`config.mk`:
```
export PLATFORM = sky130hd
export DESIGN_NAME = norm_scale_unit
export DESIGN_NICKNAME = d
export VERILOG_FILES = /design/src/rtl/norm_scale_unit_pkg.sv /design/src/rtl/norm_round_sat.sv /design/src/rtl/norm_scale_unit_rom.sv /design/src/rtl/norm_scale_unit.sv
export SDC_FILE = /design/constraint.sdc
export NUM_CORES = 1
export LEC_CHECK = 0
export ABC_AREA = 0
export BUFFER_PORTS_ARGS = -buffer_cell sky130_fd_sc_hd__buf_2
export CORE_UTILIZATION = 60
export DETAILED_ROUTE_END_ITERATION = 16
export GPL_ROUTABILITY_DRIVEN = 0
export GPL_TIMING_DRIVEN = 0
export PLACE_DENSITY = 0.89
export SETUP_SLACK_MARGIN = 0.5
export SLEW_MARGIN = 5
export SYNTH_ARGS = -nofsm -noshare
export SYNTH_HDL_FRONTEND = slang
export SYNTH_SLANG_ARGS = --single-unit
```
`constraint.sdc`:
```
create_clock -name clk -period 8.9 [get_ports clk]
set_clock_uncertainty 0.15 [all_clocks]
set_input_delay 0.89 -clock clk [delete_from_list [all_inputs] [get_ports clk]]
set_output_delay 0.89 -clock clk [all_outputs]
set_load 0.05 [all_outputs]
```
`src/rtl/norm_scale_unit_pkg.sv`:
```
// norm_scale_unit_pkg
// Shared defaults for the normalization path (data width, LUT fraction,
// sum-of-squares shift) and the normalization LUT contents used by the ROM.
// The table holds unsigned scale factors with NORM_LUT_FRAC fractional bits
// (0x8000 = 1.0).
package norm_scale_unit_pkg;

  localparam int NORM_DATA_WIDTH = 16;
  localparam int NORM_LUT_FRAC   = 15;
  localparam int NORM_SUM_SHIFT  = 10;

  typedef logic [NORM_DATA_WIDTH-1:0] lut_word_t;

  // LUT contents: anchor points at 0 (unity), 5 (one half) and 63 (just
  // under 2.0); the remaining entries fall off linearly from unity.
  function automatic lut_word_t lut_word(input int unsigned idx);
    lut_word_t w;
    case (idx)
      0:       w = 16'h8000;
      5:       w = 16'h4000;
      63:      w = 16'hFFFF;
      default: w = 16'h8000 - 16'(idx << 8);
    endcase
    return w;
  endfunction

endpackage

```
`src/rtl/norm_round_sat.sv`:
```
// norm_round_sat
// Combinational round-half-up (add half an LSB, arithmetic shift) followed
// by saturation to a signed OUT_WIDTH result.
// Ports:
//   din   signed fixed-point value with FRAC fractional bits
//   dout  rounded, saturated signed integer
module norm_round_sat #(
  parameter int IN_WIDTH  = 33,
  parameter int OUT_WIDTH = 16,
  parameter int FRAC      = 15
) (
  input  logic signed [IN_WIDTH-1:0]  din,
  output logic signed [OUT_WIDTH-1:0] dout
);

  // One extra bit so adding the rounding constant cannot overflow.
  localparam int SW = IN_WIDTH + 1;
  localparam logic signed [SW-1:0] HALF  = SW'(1) <<< (FRAC - 1);
  localparam logic signed [SW-1:0] MAX_V = {{(SW-OUT_WIDTH+1){1'b0}}, {(OUT_WIDTH-1){1'b1}}};
  localparam logic signed [SW-1:0] MIN_V = {{(SW-OUT_WIDTH+1){1'b1}}, {(OUT_WIDTH-1){1'b0}}};

  logic signed [SW-1:0] sum;
  logic signed [SW-1:0] shifted;

  always_comb begin
    sum     = {din[IN_WIDTH-1], din} + HALF;
    shifted = sum >>> FRAC;
    if (shifted > MAX_V)      dout = MAX_V[OUT_WIDTH-1:0];
    else if (shifted < MIN_V) dout = MIN_V[OUT_WIDTH-1:0];
    else                      dout = shifted[OUT_WIDTH-1:0];
  end

endmodule

```
`src/rtl/norm_scale_unit_rom.sv`:
```
// norm_scale_unit_rom
// Normalization LUT ROM with a one-cycle registered read.
// Ports:
//   clk, reset     clock; synchronous clear of the read register
//   en             read enable; data_out holds while en=0
//   addr           LUT address
//   data_out       LUT word, valid the cycle after an enabled read
module norm_scale_unit_rom
  import norm_scale_unit_pkg::*;
#(
  parameter int    ADDR_WIDTH = 6,
  parameter int    DATA_WIDTH = NORM_DATA_WIDTH,
  parameter string TYPE       = "DISTRIBUTED"
) (
  input  logic                  clk,
  input  logic                  reset,
  input  logic                  en,
  input  logic [ADDR_WIDTH-1:0] addr,
  output logic [DATA_WIDTH-1:0] data_out
);

  localparam int DEPTH = 1 << ADDR_WIDTH;

  logic [DATA_WIDTH-1:0] mem [DEPTH];

  for (genvar gi = 0; gi < DEPTH; gi++) begin : g_init
    assign mem[gi] = DATA_WIDTH'(lut_word(gi));
  end

  generate
    if (TYPE == "BLOCK") begin : g_block
      // Block style: register the address, read the array behind it.
      logic [ADDR_WIDTH-1:0] addr_q;
      always_ff @(posedge clk) begin
        if (reset)   addr_q <= '0;
        else if (en) addr_q <= addr;
      end
      assign data_out = mem[addr_q];
    end else begin : g_dist
      // Distributed style: register the read data.
      logic [DATA_WIDTH-1:0] data_q;
      always_ff @(posedge clk) begin
        if (reset)   data_q <= '0;
        else if (en) data_q <= mem[addr];
      end
      assign data_out = data_q;
    end
  endgenerate

endmodule

```
`src/rtl/norm_scale_unit.sv`:
```
// norm_scale_unit
// Scales activation x by a LUT factor selected from its sum of squares s:
// out = sat(round(x * lut[clamp(s >> SUM_SHIFT)] / 2^LUT_FRAC)).
// Three-stage pipeline (ROM read, multiply, round/saturate) that moves as a
// whole whenever the output register can be emptied.
// Ports:
//   clk, reset            clock, asynchronous active-high reset
//   in_valid/in_ready     input handshake; in_data = x (signed),
//                         in_sumsq = s (unsigned)
//   out_valid/out_ready   output handshake; out_data = scaled result (signed)
module norm_scale_unit
  import norm_scale_unit_pkg::*;
#(
  parameter int    DATA_WIDTH = NORM_DATA_WIDTH,
  parameter int    ADDR_WIDTH = 6,
  parameter int    SUM_WIDTH  = 32,
  parameter int    SUM_SHIFT  = NORM_SUM_SHIFT,
  parameter int    LUT_FRAC   = NORM_LUT_FRAC,
  parameter string ROM_TYPE   = "DISTRIBUTED"
) (
  input  logic                         clk,
  input  logic                         reset,
  input  logic                         in_valid,
  output logic                         in_ready,
  input  logic signed [DATA_WIDTH-1:0] in_data,
  input  logic        [SUM_WIDTH-1:0]  in_sumsq,
  output logic                         out_valid,
  input  logic                         out_ready,
  output logic signed [DATA_WIDTH-1:0] out_data
);

  localparam int ROM_DEPTH = 1 << ADDR_WIDTH;
  localparam int P_W       = 2 * DATA_WIDTH + 1;
  // Smallest s whose shifted value no longer fits the address range.
  localparam logic [SUM_WIDTH-1:0] SAT_THRESH = SUM_WIDTH'(ROM_DEPTH) << SUM_SHIFT;

  logic                         advance;
  logic [ADDR_WIDTH-1:0]        rom_addr;
  logic [DATA_WIDTH-1:0]        lut;

  logic signed [DATA_WIDTH-1:0] x1_q, x1_d;
  logic                         v1_q, v1_d;
  logic signed [P_W-1:0]        p2_q, p2_d;
  logic                         v2_q, v2_d;
  logic signed [DATA_WIDTH-1:0] out_data_q, out_data_d;
  logic                         out_valid_q, out_valid_d;
  logic signed [DATA_WIDTH-1:0] rs_out;
  logic signed [P_W-1:0]        x_ext, lut_ext;

  assign advance   = !out_valid_q || out_ready;
  assign in_ready  = advance;
  assign out_valid = out_valid_q;
  assign out_data  = out_data_q;

  // Saturating address map; comparing the full s keeps the clamp exact.
  always_comb begin
    if (in_sumsq >= SAT_THRESH) rom_addr = ADDR_WIDTH'(ROM_DEPTH - 1);
    else                        rom_addr = in_sumsq[SUM_SHIFT +: ADDR_WIDTH];
  end

  // ROM read register is the stage-1 data register for the LUT word.
  norm_scale_unit_rom #(
    .ADDR_WIDTH (ADDR_WIDTH),
    .DATA_WIDTH (DATA_WIDTH),
    .TYPE       (ROM_TYPE)
  ) u_rom (
    .clk      (clk),
    .reset    (reset),
    .en       (advance),
    .addr     (rom_addr),
    .data_out (lut)
  );

  norm_round_sat #(
    .IN_WIDTH  (P_W),
    .OUT_WIDTH (DATA_WIDTH),
    .FRAC      (LUT_FRAC)
  ) u_round_sat (
    .din  (p2_q),
    .dout (rs_out)
  );

  always_comb begin
    // x sign-extended, LUT word zero-extended: signed x unsigned product.
    x_ext       = P_W'(x1_q);
    lut_ext     = signed'(P_W'(lut));
    x1_d        = x1_q;
    v1_d        = v1_q;
    p2_d        = p2_q;
    v2_d        = v2_q;
    out_data_d  = out_data_q;
    out_valid_d = out_valid_q;
    if (advance) begin
      x1_d        = in_data;
      v1_d        = in_valid;
      p2_d        = x_ext * lut_ext;
      v2_d        = v1_q;
      out_data_d  = rs_out;
      out_valid_d = v2_q;
    end
  end

  always_ff @(posedge clk or posedge reset) begin
    if (reset) begin
      x1_q        <= '0;
      v1_q        <= 1'b0;
      p2_q        <= '0;
      v2_q        <= 1'b0;
      out_data_q  <= '0;
      out_valid_q <= 1'b0;
    end else begin
      x1_q        <= x1_d;
      v1_q        <= v1_d;
      p2_q        <= p2_d;
      v2_q        <= v2_d;
      out_data_q  <= out_data_d;
      out_valid_q <= out_valid_d;
    end
  end

endmodule

```
==> results of run 1 <==
cells by family after synthesis:
family / after synthesis / synth area share
AO/OA/AOI/OAI: 129 / 0.0862
XOR/XNOR: 41 / 0.0345
adder cells (fa/ha/maj): 283 / 0.453
buffers and inverters: 292 / 0.106
flip-flops: 63 / 0.147
multiplexers: 3 / 0.00313
AND/OR/NAND/NOR: 373 / 0.170
cells in the final DEF (no fill, tap or decap), types with 7 or more instances in the layout:
master     count
clkbuf_16      9
nand4_1       11
inv_1        242
clkbuf_1      41
buf_2         58
nor3_1        10
dfrtp_1       54
o21ai_0       21
fa_1         156
a21oi_1       37
and2_1        72
nand2b_1      12
nor4_1         7
nor2_1        60
xor2_1        25
dfxtp_1        9
nand3_1       13
o22a_1        17
nand2_1      163
xnor2_1       16
ha_1         127
sequential cells by signal, indices dropped and copies added (netlist names):
signal / count
out_data: 16
out_valid: 1
p2_q: 19
u_rom.data_out: 9
v1_q: 1
v2_q: 1
x1_q: 16
how the worst min path moves through the flow:
stage                                   from                       end  slack, ps  cells past startpoint
floorplan                   v2_q$_DFFE_PP0P_          v2_q$_DFFE_PP0P_        280                      2
global placement            v2_q$_DFFE_PP0P_          v2_q$_DFFE_PP0P_        310                      2
detailed placement          v2_q$_DFFE_PP0P_          v2_q$_DFFE_PP0P_        310                      2
CTS                         v2_q$_DFFE_PP0P_          v2_q$_DFFE_PP0P_        320                      2
global route        out_data[15]$_DFFE_PP0P_  out_data[15]$_DFFE_PP0P_        360                      2
finish                      v2_q$_DFFE_PP0P_          v2_q$_DFFE_PP0P_        330                      2
worst max-delay path, delay by kind of cell (launching register included):
kind / cells / cell delay [ps]
AO/OA/AOI/OAI: 5 / 1580
AND/OR/NAND/NOR: 5 / 880
buffers and inverters: 5 / 800
flip-flops: 1 / 570
adder cells (fa/ha/maj): 7 / 3450
per-stage QoR:
stage | instances | instance area, sq um
global placement | 1460 | 11000
global route | 1477 | 11300
CTS | 1477 | 11300
finish | 1477 | 11300
floorplan | 1184 | 10400
detailed placement | 1461 | 11000
cell type report:
cell class | instances | area share
multi-input cells | 829 | 0.687
repair buffers | 57 | 0.0266
flip-flops and latches | 63 | 0.136
inverters | 244 | 0.0811
plain buffers | 48 | 0.0162
clock buffers | 9 | 0.0199
well taps | 220 | 0.0244
clock inverters | 7 | 0.00886
layer usage:
metal,up-vias,wire length [microns],GRT usage,share of wire
met3,149,2080,0.0453,0.078
li1,3823,-,-,-
met1,4194,9540,0.378,0.36
met5,-,0,0,0
met4,0,1630,0.204,0.061
met2,486,13400,0.556,0.50
==> metrics, run 1 <==
outcome=finished, final reports clean; hold_buf cts=0; top cell type by total area after synthesis=fa_1; WL/cell=18.1 microns; post_cts resized=0; Syn Area/Cell=about 8.8 sq um; ys async rst share=0.857; Worst setup EP type=register; clk_lat worst skew=roughly 350 ps; final WL=about 27000 microns; Netlist Area Pre-Place=10400 sq um; Synth top area share=0.300; total grt overflow=0; pin count of the biggest net entering global routing=35; Post-CTS Setup Inserts=0; synthesis-to-finish area growth=8.67%; cell row count=47; Crit Path Category=register to register; max_cap viols=0; CP Data Arrival Time=between 7000 and 8000 ps; TritonCTS clock tree=done; Iter 0 DRT Violations=a little under 500; FF-to-FF End=p2_q[28]$_DFFE_PP0P_; count leader, synth=inv_1; Core Region=approximately 17000 sq um; Hold Crit Class=register to register; Worst Setup EP=p2_q[28]$_DFFE_PP0P_; fin. max-slew vios=0; vias post-DR=between 8000 and 9000; multi-input logic area=about 7800 sq um; FF+latch area=1530 sq um; startpoint types=register; final setup margin=between 1000 and 1500 ps; Yosys cell types=63; Total GRT Usage=0.322; # nets final=1587; Die Y=around 130 microns; flops & latches, synth=63; Worst R2R Start=u_rom.data_out[7]$_SDFFE_PP0P_; Tmin final=approximately 7500 ps; register-to-register path setup slack=approximately 1400 ps; Fmax=between 100 and 150 MHz; top cells by count, synth=inv_1, nand2_1, fa_1; Max Buffers Root-to-Sink=2; first-pass GRT wire length=about 44000 microns; Setup WS pre-CTS=approximately 1600 ps; Starting Density=0.620; Most common cell on crit path=fa_1; crit path from=u_rom.data_out[7]$_SDFFE_PP0P_; post-DP HPWL=around 21000 microns; H-tree depth=3; fin crit share=0.846; Fin. Hold Viols=0; number of port buffers=between 50 and 60; io pins=70; unrepaired setup endpoints after global routing=false; Synth Warn #=0; post-route core utilization=0.674; vias per cell=approximately 6; Worst-path clk slew=around 60 ps; antenna violations before repair=0; Die X-Extent=134 microns; CP Max Fanout=10; Area contributors post-synth=fa_1, ha_1, dfrtp_1; Finish-stage setup viols=0; critical-path cell list=clkbuf_1, nor2_1, or2_2, ha_1, inv_1, fa_1, inv_1, fa_1, fa_1, fa_1, inv_1, fa_1, inv_1, ha_1, nand2_1, o21ai_0, nor2_1, a21oi_4, a41oi_2, o21ai_2, nand3_1, a221oi_1; fraction of layout cells with a size suffix above 1=0.0772; CP max-delay cell=dfxtp_1; Worst-Margin Slew=around 700 ps; synthesized instance count=1184; vias in the first global route=9244; clock root buffer=clkbuf_16; number of fill cells=roughly 1200; Routed Antenna Nets=0; die area=roughly 18000 sq um; slowest stage delay, CP=570 ps; DR pass1 iterations=5; worst path required time=8990 ps; cts bufs inserted=9; setup TNS=0 ps; Seq/Total Area, Yosys=0.147; worst hold slack=between 300 and 400 ps; ANT cells=0; r2r worst-path depth=22; Syn Nets=about 1500; Max-slew headroom=0.535; Post-synth EDFFs=0; # DRC=0; clk sinks=between 60 and 70; Synth Flop Type=dfrtp_1
Power of run 1 is not shown: default switching activity piles up to over one toggle a cycle in this logic, so the estimate is an artifact.
==> run 2: changes to the inputs <==
Settings changed: ABC_AREA 0 to 1.
Clock period 8.9 ns to 7.7 ns, I/O delays scaled along.
==> run 2 against run 1 <==
Compared with the run above: synthesized area increased by 9.0%; wire length increased by 18%; global-route usage increased by 2.6 points; critical path type unchanged.
==> metrics, run 2 <==
outcome=finished, final reports clean (unchanged); vias per cell=5.61 (was 5.86); most flop-heavy register=p2_q (unchanged); worst path required time=7760 ps (was 8990 ps); Worst-path clk slew=70 ps (was 60 ps); ANT cells=0 (unchanged); count leader, synth=nand2_1 (was inv_1); register-to-register path setup slack=910 ps (was 1370 ps); post-DP HPWL=24200 microns (was 20700 microns); Core Region=18200 sq um (was 16800 sq um); DR pass1 iterations=8 (was 5); Die Y=139 microns (was 134 microns); Max-slew headroom=0.461 (was 0.535); XOR/XNOR share of the synthesized area=0.0209 (was 0.0345); top cell type by total area after synthesis=fa_1 (unchanged); die area=19400 sq um (was 17900 sq um); FF-to-FF End=p2_q[16]$_DFFE_PP0P_ (was p2_q[28]$_DFFE_PP0P_); startpoint types=register (unchanged); fin crit share=0.882 (was 0.846); setup TNS=0 ps (unchanged); Worst R2R Start=u_rom.data_out[13]$_SDFFE_PP0P_ (was u_rom.data_out[7]$_SDFFE_PP0P_); Post-Synth Adder-Cell Area=0.416 (was 0.453); Max Buffers Root-to-Sink=2 (unchanged); cell row count=49 (was 47); post-synthesis compound-gate area fraction=0.0612 (was 0.0862); vias post-DR=10300 (was 8652); synthesis-to-finish area growth=8.24% (was 8.67%); Finish-stage setup viols=0 (unchanged); largest family of logic cells by synthesized area=adder cells (unchanged); multiplexer share of the synthesized area=0 (was 0.00313); number of fill cells=1379 (was 1204); cts bufs inserted=9 (unchanged); Worst setup EP type=register (unchanged); Total GRT Usage=0.349 (was 0.322); top cells by count, synth=nand2_1, inv_1, fa_1 (was inv_1, nand2_1, fa_1); total grt overflow=0 (unchanged); fraction of layout cells with a size suffix above 1=0.0776 (was 0.0772); first-pass GRT wire length=52500 microns (was 44400 microns); Worst-Margin Slew=809 ps (was 697 ps); Iter 0 DRT Violations=957 (was 497); Routed Antenna Nets=0 (unchanged); Starting Density=0.622 (was 0.620); max reg flops=19 (unchanged); Area contributors post-synth=fa_1, ha_1, nand2_1 (was fa_1, ha_1, dfrtp_1); CP Max Fanout=10 (unchanged); Fmax=147 MHz (was 133 MHz); clock root buffer=clkbuf_16 (unchanged); r2r worst-path depth=19 (was 22); hold_buf cts=0 (unchanged); WL/cell=17.0 microns (was 18.1 microns); Syn Nets=1870 (was 1519); Synth Warn #=0 (unchanged); simple-gate share of the synthesized area=0.220 (was 0.170); most frequent cells in the layout=nand2_1, inv_1, fa_1 (was inv_1, nand2_1, fa_1); Post-synth EDFFs=0 (unchanged); Tmin final=6790 ps (was 7530 ps); Netlist Area Pre-Place=11300 sq um (was 10400 sq um); fin. max-slew vios=0 (unchanged); Die X-Extent=139 microns (was 134 microns); flops & latches, synth=63 (unchanged); vias in the first global route=11000 (was 9244); most common cell after layout, fill and taps aside=nand2_1 (was inv_1); clk sinks=63 (unchanged); io pins=70 (unchanged); post-route core utilization=0.674 (about the same); H-tree depth=3 (unchanged); CP Data Arrival Time=6850 ps (was 7630 ps); ys async rst share=0.857 (unchanged); # nets final=1941 (was 1587); clk_lat worst skew=350 ps (about the same); antenna violations before repair=0 (unchanged); Yosys cell types=43 (was 63); Crit Path Category=register to register (unchanged); pin count of the biggest net entering global routing=50 (was 35); TritonCTS clock tree=done (unchanged); Synth top area share=0.276 (was 0.300); number of port buffers=59 (was 56); max_cap viols=0 (unchanged); unrepaired setup endpoints after global routing=false (unchanged); Fin. Hold Viols=0 (unchanged); Hold Crit Class=primary input to async pin (was register to register); synthesized instance count=1535 (was 1184); # DRC=0 (unchanged); Synth Flop Type=dfrtp_1 (unchanged); Syn Area/Cell=7.38 sq um (was 8.78 sq um); final WL=31400 microns (was 26700 microns); Seq/Total Area, Yosys=0.135 (was 0.147)
==> run 2: worst max-delay path by stage <==
stage                                         start                    to  slack (ps)  cells past startpoint
global placement     u_rom.data_out[7]$_SDFFE_PP0P_  p2_q[16]$_DFFE_PP0P_        1060                     23
finish              u_rom.data_out[13]$_SDFFE_PP0P_  p2_q[16]$_DFFE_PP0P_         910                     19
floorplan            u_rom.data_out[7]$_SDFFE_PP0P_  p2_q[27]$_DFFE_PP0P_        2000                     26
global route         u_rom.data_out[8]$_SDFFE_PP0P_  p2_q[27]$_DFFE_PP0P_         650                     22
CTS                  u_rom.data_out[7]$_SDFFE_PP0P_  p2_q[16]$_DFFE_PP0P_         910                     23
detailed placement   u_rom.data_out[7]$_SDFFE_PP0P_  p2_q[16]$_DFFE_PP0P_         940                     23
==> run 2: repair_timing <==
item,CTS,global route
endpoints found under the setup margin,0,9
gates resized for setup,0,1
setup buffers,0,0
endpoints found under the hold margin,0,0
==> run 2: area by class of cell <==
type	instances	area, sq um	area share
inverter	389	1460	0.119
tap	229	287	0.0234
clock buffer	10	229	0.0187
sequential	63	1530	0.125
timing repair buffer	60	323	0.0263
buffer	48	209	0.0170
multi-input combinational	1035	8130	0.663
clock inverter	6	92.6	0.00755
==> run 2: worst max-delay path: stages, from the launching register on <==
cell and delay (ps):
dfxtp_1 300, clkbuf_1 580, clkbuf_1 580, nand2_1 190, fa_1 560, fa_1 440
fa_1 530, inv_1 50, fa_1 460, fa_1 550, inv_1 50, fa_1 610
inv_1 60, ha_1 370, a21oi_1 190, o21ai_0 170, a21oi_1 180, nand2_1 150
xnor2_1 340, o21ai_0 130
==> run 2: cells by family (layout without fill, tap and decap cells) <==
group	count (synthesis)	count (layout)
fa+ha+maj	283	283
flops	63	63
xor+xnor	27	27
compound gates	120	120
simple gates	605	605
buf+inv	437	513
==> run 2: per-layer routing <==
| layer | global-route usage | wire length (microns) | vias up |
|---|---|---|---|
| met1 | 0.402 | 11200 | 4811 |
| met4 | 0.216 | 2070 | 0 |
| met5 | 0 | 0 | - |
| met2 | 0.581 | 14700 | 664 |
| met3 | 0.0912 | 3390 | 183 |
| li1 | - | - | 4671 |
==> run 2: metrics by stage <==
step                      area, sq um  cells  hold WS [ps]  worst slack (ps)
after global placement          11900   1823           304              1060
after detailed placement        11900   1824           325               937
final                           12300   1840           217               910
after CTS                       12300   1840           228               912
after floorplan                 11300   1535           290              2000
after global routing            12300   1840           245               646
Power of run 2 is left out for the same reason.
==> run 3: changes to the inputs <==
Clock period 7.7 ns to 8.55 ns, I/O delays scaled along.
==> run 3 against run 2 <==
Compared with the run above: core utilization about the same; fmax fell by 1.7%; sequential share of layout area barely moved; cell area barely moved; worst setup slack improved by 730 ps; cell count about the same; non-clock buffer count unchanged; highest routed layer unchanged.
==> metrics, run 3 (same netlist as run 2, synthesis figures left out) <==
outcome=finished, final reports clean (unchanged); H-tree depth=3 (unchanged); Total GRT Usage=0.349 (unchanged); clock root buffer=clkbuf_16 (unchanged); Worst setup EP type=register (unchanged); final WL=31400 microns (about the same); # DRC=0 (unchanged); Finish-stage setup viols=0 (unchanged); unrepaired setup endpoints after global routing=false (unchanged); most flop-heavy register=p2_q (unchanged); Tmin final=6910 ps (was 6790 ps); Starting Density=0.622 (unchanged); post-DP HPWL=24200 microns (unchanged); most frequent cells in the layout=nand2_1, inv_1, fa_1 (unchanged); TritonCTS clock tree=done (unchanged); Setup WS pre-CTS=1790 ps (was 937 ps); vias per cell=5.62 (was 5.61); # nets final=1941 (unchanged); Fin. Hold Viols=0 (unchanged); cell row count=49 (unchanged); antenna violations before repair=0 (unchanged); Hold Crit Class=primary input to async pin (unchanged); vias post-DR=10300 (about the same); design area=12300 sq um (about the same); fin. max-slew vios=0 (unchanged); DP Cell Count=1824 (unchanged); final setup margin=1640 ps (was 910 ps); hold_buf cts=0 (unchanged); synthesis-to-finish area growth=8.25% (was 8.24%); number of port buffers=59 (unchanged); Worst-Margin Slew=804 ps (was 809 ps); Routed Antenna Nets=0 (unchanged); most common cell after layout, fill and taps aside=nand2_1 (unchanged); die area=19400 sq um (unchanged); CP Data Arrival Time=6960 ps (was 6850 ps); setup TNS=0 ps (unchanged); fin crit share=0.808 (was 0.882); post_cts resized=0 (unchanged); vias in the first global route=11000 (unchanged); clk sinks=63 (unchanged); Post-DP Area=11900 sq um (unchanged); Iter 0 DRT Violations=994 (was 957); io pins=70 (unchanged); Worst-path clk slew=70 ps (about the same); CP Max Fanout=10 (unchanged); max_cap viols=0 (unchanged); DR pass1 iterations=6 (was 8); max reg flops=19 (unchanged); worst path required time=8610 ps (was 7760 ps); Max-slew headroom=0.464 (was 0.461); Max Buffers Root-to-Sink=2 (unchanged); pin count of the biggest net entering global routing=50 (unchanged); Post-CTS Setup Inserts=0 (unchanged); Crit Path Category=register to register (unchanged); fin cells=1841 (was 1840); startpoint types=register (unchanged); WL/cell=17.0 microns (about the same); clk_lat worst skew=350 ps (about the same); fraction of layout cells with a size suffix above 1=0.0770 (was 0.0776); Fmax=145 MHz (was 147 MHz); cts bufs inserted=9 (unchanged); Die Y=139 microns (unchanged); Core Region=18200 sq um (unchanged); total grt overflow=0 (unchanged); Die X-Extent=139 microns (unchanged); first-pass GRT wire length=52500 microns (unchanged)
## run 3: cell types whose count changed in the layout (fill, tap and decap cells not counted), sizes merged
cell | before | now
clkbuf | 52 | 51
diode | 0 | 1
buf | 66 | 67
## run 3: cell type report
cell class	count	area, sq um
clock inverter	6	92.6
inverter	389	1460
timing repair buffer	60	323
clock buffer	10	229
antenna	1	2.50
sequential	63	1530
tap	229	287
multi-input combinational	1035	8130
fill	1378	5940
buffer	48	208
## run 3: through the flow
stage                     hold WS, ps   util
after floorplan                   290      -
after global placement            304  0.654
after detailed placement          325  0.656
after CTS                         313  0.673
after global routing              330  0.673
final                             304  0.674
## run 3: worst max-delay path, stage by stage, from the launching register on
cell and delay, ps:
dfxtp_1 320, buf_2 240, buf_1 510, nand2_1 240, fa_1 530, inv_1 250
xor2_1 180, inv_1 60, ha_1 180, a21oi_1 310, fa_1 470, inv_1 80
fa_1 440, fa_1 550, inv_1 60, fa_1 610, inv_1 60, ha_1 370
a21oi_1 190, o21ai_0 170, a21oi_1 160, nand2_1 150, xnor2_1 350, o21ai_0 130
## run 3: metal layers
layer | GRT usage | up-vias | share of wire
met5 | 0 | - | 0
met4 | 0.216 | 0 | 0.065
met3 | 0.0912 | 191 | 0.12
met2 | 0.581 | 673 | 0.47
met1 | 0.402 | 4812 | 0.35
li1 | - | 4670 | -
## run 3: path summary, 6_finish.rpt
check | from | end | slack [ps] | cells after the start
min in group clk | x1_q[12]$_DFFE_PP0P_ | x1_q[12]$_DFFE_PP0P_ | 340 | 2
worst min-delay path | reset | x1_q[14]$_DFFE_PP0P_ | 300 | 2
worst max-delay path | u_rom.data_out[7]$_SDFFE_PP0P_ | p2_q[16]$_DFFE_PP0P_ | 1640 | 23
max in group asynchronous | reset | p2_q[18]$_DFFE_PP0P_ | 7410 | 3
worst max register to register | u_rom.data_out[7]$_SDFFE_PP0P_ | p2_q[16]$_DFFE_PP0P_ | 1640 | 23
worst min register to register | x1_q[12]$_DFFE_PP0P_ | x1_q[12]$_DFFE_PP0P_ | 340 | 2
Power of run 3 is left out for the same reason.
